<file path="src/rtl/receiver.sv">
// receiver: 16x-oversampling 8N1 serial deserializer with a one-cycle byte strobe.
// Define RECEIVER_FERR_EN to check the stop bit (rx_ferr pulse + BREAK recovery).
module receiver #(
    parameter int CLKS_PER_TICK = 27
) (
    input  logic       clk,
    input  logic       rst,
    input  logic       din,
    output logic [7:0] rx_data,
    output logic       rx_status,
    output logic       rx_ferr
);
    localparam int DW = (CLKS_PER_TICK > 1) ? $clog2(CLKS_PER_TICK) : 1;
    localparam logic [DW-1:0] DIV_LAST = DW'(CLKS_PER_TICK - 1);

`ifdef RECEIVER_FERR_EN
    typedef enum logic [2:0] {S_IDLE, S_START, S_DATA, S_STOP, S_BREAK} state_t;
`else
    typedef enum logic [1:0] {S_IDLE, S_START, S_DATA, S_STOP} state_t;
`endif

    state_t          r_state;
    logic [1:0]      r_sync;
    logic [DW-1:0]   r_div;
    logic [3:0]      r_tcnt;
    logic [2:0]      r_bit;
    logic [7:0]      r_shift;
    logic [7:0]      r_data;
    logic            r_status;
    logic            w_sdin;
    logic            w_tick;

    assign w_sdin    = r_sync[1];
    assign w_tick    = (r_div == DIV_LAST);
    assign rx_data   = r_data;
    assign rx_status = r_status;

`ifdef RECEIVER_FERR_EN
    logic r_ferr;
    assign rx_ferr = r_ferr;
`else
    assign rx_ferr = 1'b0;
`endif

    always_ff @(posedge clk or posedge rst) begin
        if (rst) begin
            r_sync   <= 2'b11;
            r_div    <= '0;
            r_tcnt   <= '0;
            r_bit    <= '0;
            r_shift  <= '0;
            r_data   <= '0;
            r_status <= 1'b0;
            r_state  <= S_IDLE;
`ifdef RECEIVER_FERR_EN
            r_ferr   <= 1'b0;
`endif
        end else begin
            r_sync   <= {r_sync[0], din};
            r_status <= 1'b0;
`ifdef RECEIVER_FERR_EN
            r_ferr   <= 1'b0;
`endif
            r_div    <= w_tick ? '0 : r_div + 1'b1;
            case (r_state)
                S_IDLE: begin
                    // Re-phase the divider so ticks line up with the start edge
                    if (!w_sdin) begin
                        r_state <= S_START;
                        r_div   <= '0;
                        r_tcnt  <= '0;
                    end
                end
                S_START: begin
                    if (w_tick) begin
                        r_tcnt <= r_tcnt + 4'd1;
                        if (r_tcnt == 4'd7) begin
                            r_tcnt  <= '0;
                            r_bit   <= '0;
                            r_state <= w_sdin ? S_IDLE : S_DATA;
                        end
                    end
                end
                S_DATA: begin
                    if (w_tick) begin
                        r_tcnt <= r_tcnt + 4'd1;
                        if (r_tcnt == 4'd15) begin
                            r_shift[r_bit] <= w_sdin;
                            r_bit          <= r_bit + 3'd1;
                            if (r_bit == 3'd7)
                                r_state <= S_STOP;
                        end
                    end
                end
                S_STOP: begin
                    if (w_tick) begin
                        r_tcnt <= r_tcnt + 4'd1;
                        if (r_tcnt == 4'd15) begin
`ifdef RECEIVER_FERR_EN
                            if (w_sdin) begin
                                r_data   <= r_shift;
                                r_status <= 1'b1;
                                r_state  <= S_IDLE;
                            end else begin
                                r_ferr  <= 1'b1;
                                r_state <= S_BREAK;
                            end
`else
                            r_data   <= r_shift;
                            r_status <= 1'b1;
                            r_state  <= S_IDLE;
`endif
                        end
                    end
                end
`ifdef RECEIVER_FERR_EN
                S_BREAK: begin
                    if (w_sdin)
                        r_state <= S_IDLE;
                end
`endif
                default: r_state <= S_IDLE;
            endcase
        end
    end
endmodule

</file>
<file path="config.mk">
export PLATFORM = sky130hd
export DESIGN_NAME = receiver
export DESIGN_NICKNAME = d
export VERILOG_FILES = /design/src/rtl/receiver.sv
export SDC_FILE = /design/constraint.sdc
export NUM_CORES = 1
export LEC_CHECK = 0
export BUFFER_PORTS_ARGS = -buffer_cell sky130_fd_sc_hd__buf_2
export CAP_MARGIN = 10
export CORE_ASPECT_RATIO = 0.6
export CORE_UTILIZATION = 45
export CTS_CLUSTER_DIAMETER = 120
export DETAILED_ROUTE_END_ITERATION = 10
export PLACE_DENSITY_LB_ADDON = 0.05
export SETUP_SLACK_MARGIN = 0.4
export SLEW_MARGIN = 30
export SYNTH_ARGS = -nofsm -noshare
export SYNTH_HDL_FRONTEND = slang
export SYNTH_SLANG_ARGS = --single-unit
</file>
<file path="constraint.sdc">
create_clock -name clk -period 1.55 [get_ports clk]
set_input_delay 0.31 -clock clk [delete_from_list [all_inputs] [get_ports clk]]
set_output_delay 0.31 -clock clk [all_outputs]
set_load 0.005 [all_outputs]
</file>
==> Word-level counts from Yosys, hierarchy flattened <==
Cells that the tools add are included.
{ "word_totals": {"register_bits": 33, "inputBits": 3, "elab_cells": 67, "out_inout_bits": 10} }
{ "op_classes": {"n_reduce_logical": 9, "n_lt_le_gt_ge": 2, "n_mux": 29, "eq_ne": 16, "add_sub_neg": 3} }
{ "op_table": {"columns": ["operator", "n"], "rows": [
  ["2-bit 2-to-1 mux", 9],
  ["4-bit 2-to-1 mux", 4],
  ["2-bit != test (second input constant)", 8],
  ["5-bit 2-to-1 mux", 3],
  ["3-bit 2-to-1 mux", 4],
  ["4-bit case mux with 3 select lines", 1],
  ["3-bit AND reduction", 3],
  ["8-bit bitwise mux", 1],
  ["2-bit case mux with 4 select lines", 1],
  ["8-bit AND reduction", 1],
  ["3-bit case mux with 2 select lines", 1],
  ["5-bit by 1-bit adder with 5-bit output (second input constant)", 1],
  ["5-bit equality test (second input constant)", 1],
  ["5-bit AND reduction", 1],
  ["4-bit by 1-bit adder with 4-bit output (second input constant)", 1],
  ["2-bit equality test (second input constant)", 2],
  ["4-bit by 3-bit equality test with 1-bit output (second input constant)", 1],
  ["4-bit equality test (second input constant)", 1],
  ["3-bit by 4-bit < comparator with 1-bit output (second input constant)", 1],
  ["1-bit 2-to-1 mux", 4],
  ["3-bit by 1-bit adder with 3-bit output (second input constant)", 1],
  ["1-bit demux with 3-bit select", 1],
  ["3-bit equality test (second input constant)", 1],
  ["3-bit by 1-bit greater-or-equal comparator with 1-bit output (second input constant)", 1],
  ["other kinds (6)", 6]
]} }

==> Depth between registers and ports, before layout <==
Gate-level depths: netlist (run 1).
{ "depth": {"ltp_word": 5, "depth_mapped": 7, "ltp_nobuf": 5} }

==> Least setup slack after synthesis (run 1) <==
Ideal clock, no wire load.
{ "synth_path": {"path_type": "reg2reg", "start": "reg r_div[0]", "end": "reg r_shift[0]", "synth_period_minus_slack_ps": 1578, "arrival_time_ps": 1450, "setup_time_ps": 127, "path_slack_ps": -28, "path_buffers": 2, "required_time_ps": 1423, "path_stages_with_launch": 8, "path_cell_list": "dfrtp_1 > inv_1 > ha_1 > and4b_1 > buf_4 > buf_6 > nand4b_1 > mux2_1"} }
{ "synth_between": {"elab_chain_cells": 2} }
{ "synth_rtl": {"columns": ["item", "line_no", "text"], "rows": [
  ["start, declared", "24", "logic [DW-1:0] r_div;"],
  ["start signal, assigned", "64", "r_div <= w_tick ? '0 : r_div + 1'b1;"],
  ["5-bit equality test", "34", "assign w_tick = (r_div == DIV_LAST);"],
  ["3-bit AND reduction (no source line)", null, null],
  ["end signal, assigned by index", "88", "r_shift[r_bit] <= w_sdin;"],
  ["end, declared", "27", "logic [7:0] r_shift;"]
]} }
No other way between the ends.
A chain may end at the register's enable or synchronous reset.

==> Worst setup path after layout (run 1) <==
Ends and elaborated chain as after synthesis.

==> impl_metrics.py, run 1 <==
metrics = {
    "yosys": {
        "ys.warnings.count": 0,
        "synthCells": 144,
        "synth_fa_ha_area_share_pct": 3.720,
        "synthMuxAreaShare_pct": 13.10,
        "synth_top_family_by_area": "simple AND/OR/NAND/NOR gates",
        "synth_area_per_cell_um2": 11.68,
        "netlist_area_um2": 1682,
        "syn_nets": 152,
        "seq_area_frac_synth_pct": 49.26,
        "ys.flop_type": "dfrtp_1",
        "synth_xor_area_share_pct": 1.563,
        "async_reset_ff_share_pct": 100.0,
        "synth-seq-cells": 33,
        "yosys.area_share.simple_pct": 20.61,
        "synth_cell_types": 48,
        "synth_compound_area_share_pct": 6.696,
        "synth_edf_count": 0,
    },
    "sta": {
        "fmax_ghz": 0.6204,
        "period_share_pct": 104.0,
        "finalMaxSlewViolations": 0,
        "grt_setup_unrepaired": "yes",
        "fin_setup_tns_ps": -885.0,
        "fin_skew_ps": 3.956,
        "final_hold_viol_count": 0,
        "setup_viol": 22,
        "worst_slack_ps": -61.98,
        "post-route-min-period_ps": 1612,
    },
    "layout": {
        "diodes": 0,
        "drive_gt1_share_pct": 45.95,
        "stdcell_count": 230,
        "final_common_cell": "dfrtp_1",
        "utilization_pct": 65.37,
        "nets": 192,
        "mostFrequentLayoutCells": "30 x dfrtp_1, 24 x buf_4, 11 x mux2_4, 11 x buf_2, 7 x inv_1",
        "area_growth_pct": 32.29,
        "stdcell_area_um2": 2225,
    },
    "critical_path": {
        "cp-start-kind": "flip-flop",
        "reg2regPathDepth": 6,
        "critPathMaxFanout": 8,
        "path_class": "reg -> reg",
        "crit_chain": "inv_1 -> ha_2 -> and4b_2 -> buf_6 -> nand4b_1 -> mux2_4",
        "required_ps": 1720,
        "slowest_delay_ps": 380,
        "crit_arrival_ps": 1780,
        "crit_path_end_kind": "flip-flop",
        "critPathSlowestCell": "dfrtp_1",
    },
    "drt": {
        "post_drt_wl_per_cell_um": 16.58,
        "vias_per_cell": 5.626,
        "dr.first_iter.drc_count": 51,
        "wirelength_um": 3814,
        "drc": 0,
        "via_count": 1294,
        "final_antenna_net_count": 0,
        "dr.pass1.iters": 5,
    },
    "global_route": {
        "grt_pass1_vias": 1339,
        "busiest_layer": "met2",
        "grtUsageMet3_pct": 7.477,
        "grtUsageTotal_pct": 22.62,
        "grt.overflow.total": 0,
        "grt.met1_usage_pct": 31.98,
        "use_met2_pct": 33.61,
        "grt_max_degree": 34,
        "grt_pass1_wl_um": 6624,
        "antenna_found_initial": 0,
    },
    "floorplan": {
        "initial_core_util_pct": 49.41,
        "core_um2": 3403,
        "fp-row-count": 16,
        "die_w_um": 80.92,
        "ioPinCount": 13,
        "die_h_um": 49.35,
        "dieArea_um2": 3993,
    },
    "min_path": {
        "min_path_type": "in -> async",
    },
    "status": {
        "failed_checks": "negative setup slack",
        "outcome": "complete, but fails checks",
    },
    "placement": {
        "portBuffers": 11,
        "finalWeightedCongestion": 0.7326,
        "dp.cells": 210,
        "hpwl_um": 2611,
        "dpl-instance-area_um2": 1923,
    },
    "power": {
        "p_total_mw": 1.517,
        "ir_worst_vdd_mv": 0.5708,
        "powerDensity_nw_per_um2": 681.8,
        "leakage_nw": 1.075,
    },
    "clock_network": {
        "insertion_delay_ps": 280,
        "numCtsBuffers": 5,
        "path_clk_slew_ps": 70,
        "cts_tree": "built",
        "htree_levels": 2,
        "clockBufferDepth": 2,
        "root_buffer": "clkbuf_8",
        "cts.sink_count": 33,
    },
    "job": {
        "maxCapViolCount": 0,
    },
}
cells in the mapped netlist, types with 2 or more instances:
| library cell | number | share of area [%] |
|---|---|---|
| dfrtp_1 | 31 | 46 |
| nor2_1 | 9 | 2.0 |
| mux2_1 | 8 | 5.4 |
| mux2_4 | 8 | 7.1 |
| inv_1 | 7 | 1.6 |
| nand2_1 | 6 | 1.3 |
| buf_2 | 5 | 1.5 |
| ha_1 | 5 | 3.7 |
| nand4_1 | 5 | 1.9 |
| nand4b_1 | 5 | 2.6 |
| nand3_1 | 4 | 1.2 |
| nor3b_1 | 3 | 1.3 |
| or4_1 | 3 | 1.3 |
| a21oi_1 | 2 | 0.60 |
| a31oi_1 | 2 | 0.74 |
| a32oi_1 | 2 | 1.0 |
| and4b_1 | 2 | 1.2 |
| buf_4 | 2 | 0.89 |
| dfstp_2 | 2 | 3.1 |
| nand3b_1 | 2 | 0.89 |
| nor4_1 | 2 | 0.74 |
| o311ai_0 | 2 | 1.0 |
| xor2_1 | 2 | 1.0 |
flip-flops by register name, summed over array words and instances (netlist names), named ones only:
name       flops
r_sync         2
r_bit          3
r_state        1
rx_status      1
rx_data        8
r_tcnt         4
r_shift        8
r_div          5
per-stage QoR:
stage | hold WS [ps] | worst slack, ps
after floorplan | 314.5 | 0.2265
after global placement | 347.2 | -65.31
after detailed placement | 349.3 | -75.38
after CTS | 116.8 | -76.03
after global routing | 114.9 | -127.6
final | 104.3 | -61.98
where the power goes:
part           total (mW)  leakage (nW)  internal (mW)  switching (mW)
clock network       0.620        0.0450          0.311           0.309
logic              0.0290         0.601        0.00648          0.0225
registers           0.868         0.429          0.866         0.00203
final timing paths:
kind | from | end | slack [ps]
setup / recovery | r_div[0]$_DFF_PP0_ | r_shift[0]$_DFFE_PP0P_ | -60
min in group clk | din | r_sync[0]$_DFF_PP1_ | 120
hold reg to reg | r_sync[0]$_DFF_PP1_ | r_sync[1]$_DFF_PP1_ | 360
max in group asynchronous | rst | r_sync[1]$_DFF_PP1_ | 1120
setup reg to reg | r_div[0]$_DFF_PP0_ | r_shift[0]$_DFFE_PP0P_ | -60
hold / removal | rst | r_bit[1]$_DFFE_PP0P_ | 100
metal layers:
metal  routed length (µm)  up-vias  share of wire (%)
li1                     -      602                  -
met1                 1967      668                 52
met2                 1698       19                 45
met3                  114        5                3.0
met4                   34        0               0.89
met5                    0        -                  0
layout make-up:
type                    count  area [µm²]
inverters                   7       26.28
clock buffers               6       72.57
clock inverters             2       10.01
well taps                  45       56.30
fillers                   268        1179
repair buffers             42       310.3
flip-flops and latches     33       829.5
multi-input cells          95       919.6
what timing repair did:
action | in CTS | in global routing
hold buffers | 0 | 0
endpoints found under the setup margin | 31 | 32
gates resized for setup | 19 | 11
pin swaps | 18 | 6
buffers inserted | 11 | 1
critical path: cells and delay by family, from the launching register on:
family / cells / cell delay (ps)
buf+inv: 2 / 200
mux: 1 / 330
fa+ha+maj: 1 / 170
simple gates: 2 / 420
flops: 1 / 380
logic make-up after synthesis:
group / count (synthesis)
compound gates: 16
xor+xnor: 3
fa+ha+maj: 5
buf+inv: 16
flops: 33
mux: 17
other cells: 1
simple gates: 53
No activity file was read; power rests on OpenSTA's default activity.
==> run 2, diff against run 1 <==
- CORE_UTILIZATION: 45 -> 50
==> impl_metrics.py, run 2 (synthesized netlist as in run 1, its figures left out) <==
metrics = {
    "min_path": {
        "min_path_type": "in -> async",
    },
    "power": {
        "leakage_nw": 1.039,
        "ir_worst_vdd_mv": 0.3954,
        "powerDensity_nw_per_um2": 717.0,
    },
    "sta": {
        "final_hold_viol_count": 0,
        "fin_skew_ps": 5.345,
        "finalMaxSlewViolations": 0,
        "grt_setup_unrepaired": "yes",
        "setup_viol": 21,
        "fmax_ghz": 0.6171,
        "worst_slack_ps": -70.41,
        "period_share_pct": 104.5,
        "post-route-min-period_ps": 1620,
        "fin_setup_tns_ps": -880.0,
    },
    "clock_network": {
        "path_clk_slew_ps": 60,
        "cts_tree": "built",
        "numCtsBuffers": 5,
        "clockBufferDepth": 2,
        "ctsHoldBuffers": 0,
        "htree_levels": 2,
        "cts.sink_count": 33,
        "insertion_delay_ps": 270,
        "root_buffer": "clkbuf_8",
    },
    "critical_path": {
        "crit_family": "simple AND/OR/NAND/NOR gates",
        "crit_path_end_kind": "flip-flop",
        "rrSetupSlack_ps": -70,
        "path_buf_inv": 2,
        "required_ps": 1710,
        "crit_chain": "inv_1 -> ha_1 -> and4b_2 -> buf_6 -> nand4b_1 -> mux2_4",
        "crit_arrival_ps": 1780,
        "critPathMaxFanout": 5,
        "path_class": "reg -> reg",
        "slowest_delay_ps": 380,
        "cp-start-kind": "flip-flop",
        "critPathSlowestCell": "dfrtp_1",
    },
    "drt": {
        "drc": 0,
        "final_antenna_net_count": 0,
        "via_count": 1277,
        "vias_per_cell": 5.831,
        "dr.pass1.iters": 4,
        "post_drt_wl_per_cell_um": 17.20,
        "dr.first_iter.drc_count": 67,
        "wirelength_um": 3766,
    },
    "placement": {
        "finalWeightedCongestion": 0.7535,
        "place_ws_ps": -111.6,
        "hpwl_um": 2537,
        "dpl-instance-area_um2": 1912,
        "portBuffers": 11,
    },
    "layout": {
        "utilization_pct": 70.64,
        "area_growth_pct": 26.93,
        "stdcell_area_um2": 2135,
        "final_common_cell": "dfrtp_1",
        "mostFrequentLayoutCells": "29 x dfrtp_1, 16 x buf_4, 13 x mux2_4",
        "fillers": 226,
        "drive_gt1_share_pct": 42.94,
        "nets": 185,
        "diodes": 0,
    },
    "status": {
        "failed_checks": "negative setup slack",
        "outcome": "complete, but fails checks",
    },
    "floorplan": {
        "die_h_um": 46.92,
        "die_w_um": 76.87,
        "ioPinCount": 13,
        "dieArea_um2": 3607,
        "initial_core_util_pct": 55.65,
        "core_um2": 3022,
        "fp-row-count": 15,
    },
    "global_route": {
        "grt_pass1_vias": 1228,
        "grtUsageTotal_pct": 23.71,
        "grt_pass1_wl_um": 6251,
        "grt.overflow.total": 0,
        "antenna_found_initial": 0,
        "grt_max_degree": 34,
    },
    "job": {
        "maxCapViolCount": 0,
    },
}
-- run 2: cell types whose count changed in the layout (fill, tap and decap cells not counted), moves of 2 or more --
| cell | previous run | this run |
|---|---|---|
| mux2_4 | 11 | 13 |
| nor2_2 | 2 | 0 |
| nor2_1 | 5 | 9 |
| mux2_1 | 5 | 3 |
| clkinv_2 | 2 | 0 |
| nor2_4 | 2 | 0 |
| buf_4 | 24 | 16 |
-- run 2: metal layers --
layer	global-route usage [%]	wire length, µm	up-vias
met3	6.408	176	4
li1	-	-	592
met5	0	0	-
met2	39.29	1662	36
met4	6.154	14	0
met1	31.83	1911	645
-- run 2: where the power goes --
| part | switching [mW] | internal [mW] |
|---|---|---|
| Clock | 0.283 | 0.352 |
| Combinational | 0.0178 | 0.00488 |
| Sequential | 0.00613 | 0.866 |
-- run 2: cell type report --
type                            instances  area (µm²)  area share (%)
Sequential cell                        33       830.8           38.92
Timing Repair Buffer                   35       252.7           11.84
Tap cell                               42       52.55           2.462
Multi-Input combinational cell         95       885.9           41.50
Clock buffer                            7       86.33           4.045
Inverter                                7       26.28           1.231
-- run 2: repair_timing --
| action | CTS | global route |
|---|---|---|
| pin swaps | 4 | 4 |
| buffers inserted | 4 | 1 |
| setup endpoints to repair | 31 | 31 |
| endpoints found under the hold margin | 0 | 0 |
| resized for setup | 14 | 10 |
| cloned | 0 | 1 |
-- run 2: metrics by stage --
| stage | hold WS [ps] | total power [mW] | instances |
|---|---|---|---|
| 2_1_floorplan | 314.5 | 0.9017 | 144 |
| 3_3_place_gp | 347.6 | 0.9104 | 206 |
| 3_5_place_dp | 350.0 | 0.9110 | 206 |
| 4_1_cts | 123.4 | 1.539 | 217 |
| 5_1_grt | 111.4 | 1.587 | 219 |
| 6_report | 118.0 | 1.530 | 219 |
-- run 2: path summary, 6_finish.rpt --
kind,from,end,depth (start not counted)
worst max-delay path,r_div[0]$_DFF_PP0_,r_shift[1]$_DFFE_PP0P_,6
worst min-delay path,rst,r_bit[1]$_DFFE_PP0P_,3
worst max register to register,r_div[0]$_DFF_PP0_,r_shift[1]$_DFFE_PP0P_,6
worst min register to register,r_sync[0]$_DFF_PP1_,r_sync[1]$_DFF_PP1_,0
max in group asynchronous,rst,r_sync[1]$_DFF_PP1_,3
min in group clk,din,r_sync[0]$_DFF_PP1_,1
-- run 2: worst min-delay path, stage by stage --
cell and delay (ps):
buf_2 90, inv_1 40, buf_4 370
==> run 3, diff against run 2 <==
- CAP_MARGIN: 10 -> 5
- REMOVE_ABC_BUFFERS: default -> 1
- clock period: 1.55 -> 2.1 ns (I/O delays scaled with it)
==> impl_metrics.py, run 3 (synthesized netlist as in run 1, its figures left out) <==
metrics = {
    "sta": {
        "final_hold_viol_count": 0,
        "post-route-min-period_ps": 1667,
        "fmax_ghz": 0.5997,
        "finalMaxSlewViolations": 0,
        "fin_skew_ps": 4.549,
        "fin_hold_ws_ps": 209.5,
        "fin_setup_tns_ps": 0,
        "setup_viol": 0,
        "grt_setup_unrepaired": "yes",
        "period_share_pct": 79.40,
    },
    "clock_network": {
        "insertion_delay_ps": 280,
        "cts.sink_count": 33,
        "root_buffer": "clkbuf_8",
        "cts_tree": "built",
        "clockBufferDepth": 2,
        "path_clk_slew_ps": 70,
        "ctsHoldBuffers": 0,
        "numCtsBuffers": 5,
        "htree_levels": 2,
    },
    "global_route": {
        "grt_pass1_wl_um": 5388,
        "grt.met1_usage_pct": 30.31,
        "grt.overflow.total": 0,
        "grt_pass1_vias": 1079,
        "use_met2_pct": 28.75,
        "antenna_found_initial": 0,
        "busiest_layer": "met1",
        "grtUsageMet3_pct": 5.825,
        "grt_max_degree": 34,
        "grtUsageTotal_pct": 20.58,
    },
    "drt": {
        "via_count": 1201,
        "post_drt_wl_per_cell_um": 15.70,
        "dr.pass1.iters": 4,
        "vias_per_cell": 5.916,
        "drc": 0,
        "dr.first_iter.drc_count": 113,
        "final_antenna_net_count": 0,
        "wirelength_um": 3188,
    },
    "critical_path": {
        "rrSetupSlack_ps": 430,
        "slowest_delay_ps": 520,
        "cp-start-kind": "flip-flop",
        "critPathMaxFanout": 8,
        "required_ps": 2300,
        "critPathSlowestCell": "or4_4",
        "reg2regPathDepth": 6,
        "worstReg2RegStart": "r_div[0]$_DFF_PP0_",
        "crit_arrival_ps": 1870,
        "r2r-end": "r_bit[0]$_DFFE_PP0P_",
        "worstSetupStartpoint": "r_div[0]$_DFF_PP0_",
        "crit_path_end_kind": "flip-flop",
        "path_class": "reg -> reg",
        "crit_chain": "inv_1 -> ha_1 -> nand4b_1 -> buf_4 -> or4_4 -> mux2i_1",
    },
    "layout": {
        "fillers": 238,
        "nets": 168,
        "multi_input_area_um2": 792.0,
        "drive_gt1_share_pct": 29.19,
        "final_common_cell": "dfrtp_1",
        "mostFrequentLayoutCells": "29 x dfrtp_1, 11 x buf_2, 9 x nor2_1",
        "diodes": 0,
        "regArea_um2": 830.8,
        "area_growth_pct": 14.96,
    },
    "power": {
        "leakage_nw": 0.9245,
        "powerDensity_nw_per_um2": 658.7,
        "ir_worst_vdd_mv": 0.4849,
    },
    "floorplan": {
        "fp-row-count": 15,
        "die_w_um": 76.87,
        "core_um2": 3022,
        "initial_core_util_pct": 55.65,
        "ioPinCount": 13,
        "die_h_um": 46.92,
        "dieArea_um2": 3607,
    },
    "placement": {
        "hpwl_um": 2215,
        "finalWeightedCongestion": 0.7594,
        "portBuffers": 11,
    },
    "min_path": {
        "min_path_type": "in -> async",
    },
    "status": {
        "outcome": "finished clean",
    },
    "job": {
        "maxCapViolCount": 0,
    },
}
[run 3: changes by cell type in the layout (fill, tap and decap cells not counted), moves of 5 or more]
cell / previous run / this run
mux2_1: 3 / 8
mux2_4: 13 / 8
buf_6: 6 / 0
buf_4: 16 / 6
[run 3: per-layer routing]
| layer | routed length, µm | vias up |
|---|---|---|
| met5 | 0 | - |
| met3 | 209 | 5 |
| met1 | 1627 | 600 |
| li1 | - | 560 |
| met4 | 38 | 0 |
| met2 | 1313 | 36 |
[run 3: repair_timing]
action / CTS / global route
pin swaps: 0 / 1
setup endpoints to repair: 19 / 20
gates resized for setup: 3 / 7
setup buffers: 1 / 3
[run 3: final cells by class]
cell class	count	area share, %
Multi-Input combinational cell	95	40.97
Clock inverter	1	1.553
Tap cell	42	2.718
Clock buffer	7	4.466
Timing Repair Buffer	18	5.955
Sequential cell	33	42.98
Inverter	7	1.359
[run 3: worst max-delay path: cells and delay by family (launching register included)]
family / cells / cell delay, ps
adders and majority gates: 1 / 180
buffers and inverters: 2 / 230
DFF: 1 / 390
muxes: 1 / 160
and+or+nand+nor: 2 / 630
[run 3: power breakdown]
group	internal, mW	leakage (nW)	switching, mW	total, mW
sequential	0.639	0.427	0.00401	0.643
clock	0.387	0.0585	0.227	0.614
combinational	0.00337	0.439	0.0130	0.0163
[run 3: worst max-delay path by stage]
stage / end / slack (ps) / cells after the start
2_1_floorplan: rx_data[0]$_DFFE_PP0P_ / 340 / 5
3_3_place_gp: rx_data[6]$_DFFE_PP0P_ / 400 / 4
3_5_place_dp: r_shift[6]$_DFFE_PP0P_ / 370 / 6
4_1_cts: r_shift[6]$_DFFE_PP0P_ / 410 / 6
5_1_grt: r_shift[6]$_DFFE_PP0P_ / 370 / 6
6_report: r_bit[0]$_DFFE_PP0P_ / 430 / 6
[run 3: metrics by stage]
stage | cell area (µm²) | setup slack [ps] | instances | util (%) | power [mW]
floorplan | 1627 | 338.0 | 135 | - | 0.6637
global placement | 1757 | 399.4 | 191 | 58.14 | 0.6718
detailed placement | 1757 | 369.6 | 191 | 58.14 | 0.6728
CTS | 1888 | 411.0 | 200 | 62.48 | 1.289
global route | 1933 | 369.0 | 203 | 63.98 | 1.322
finish | 1933 | 432.6 | 203 | 63.98 | 1.273
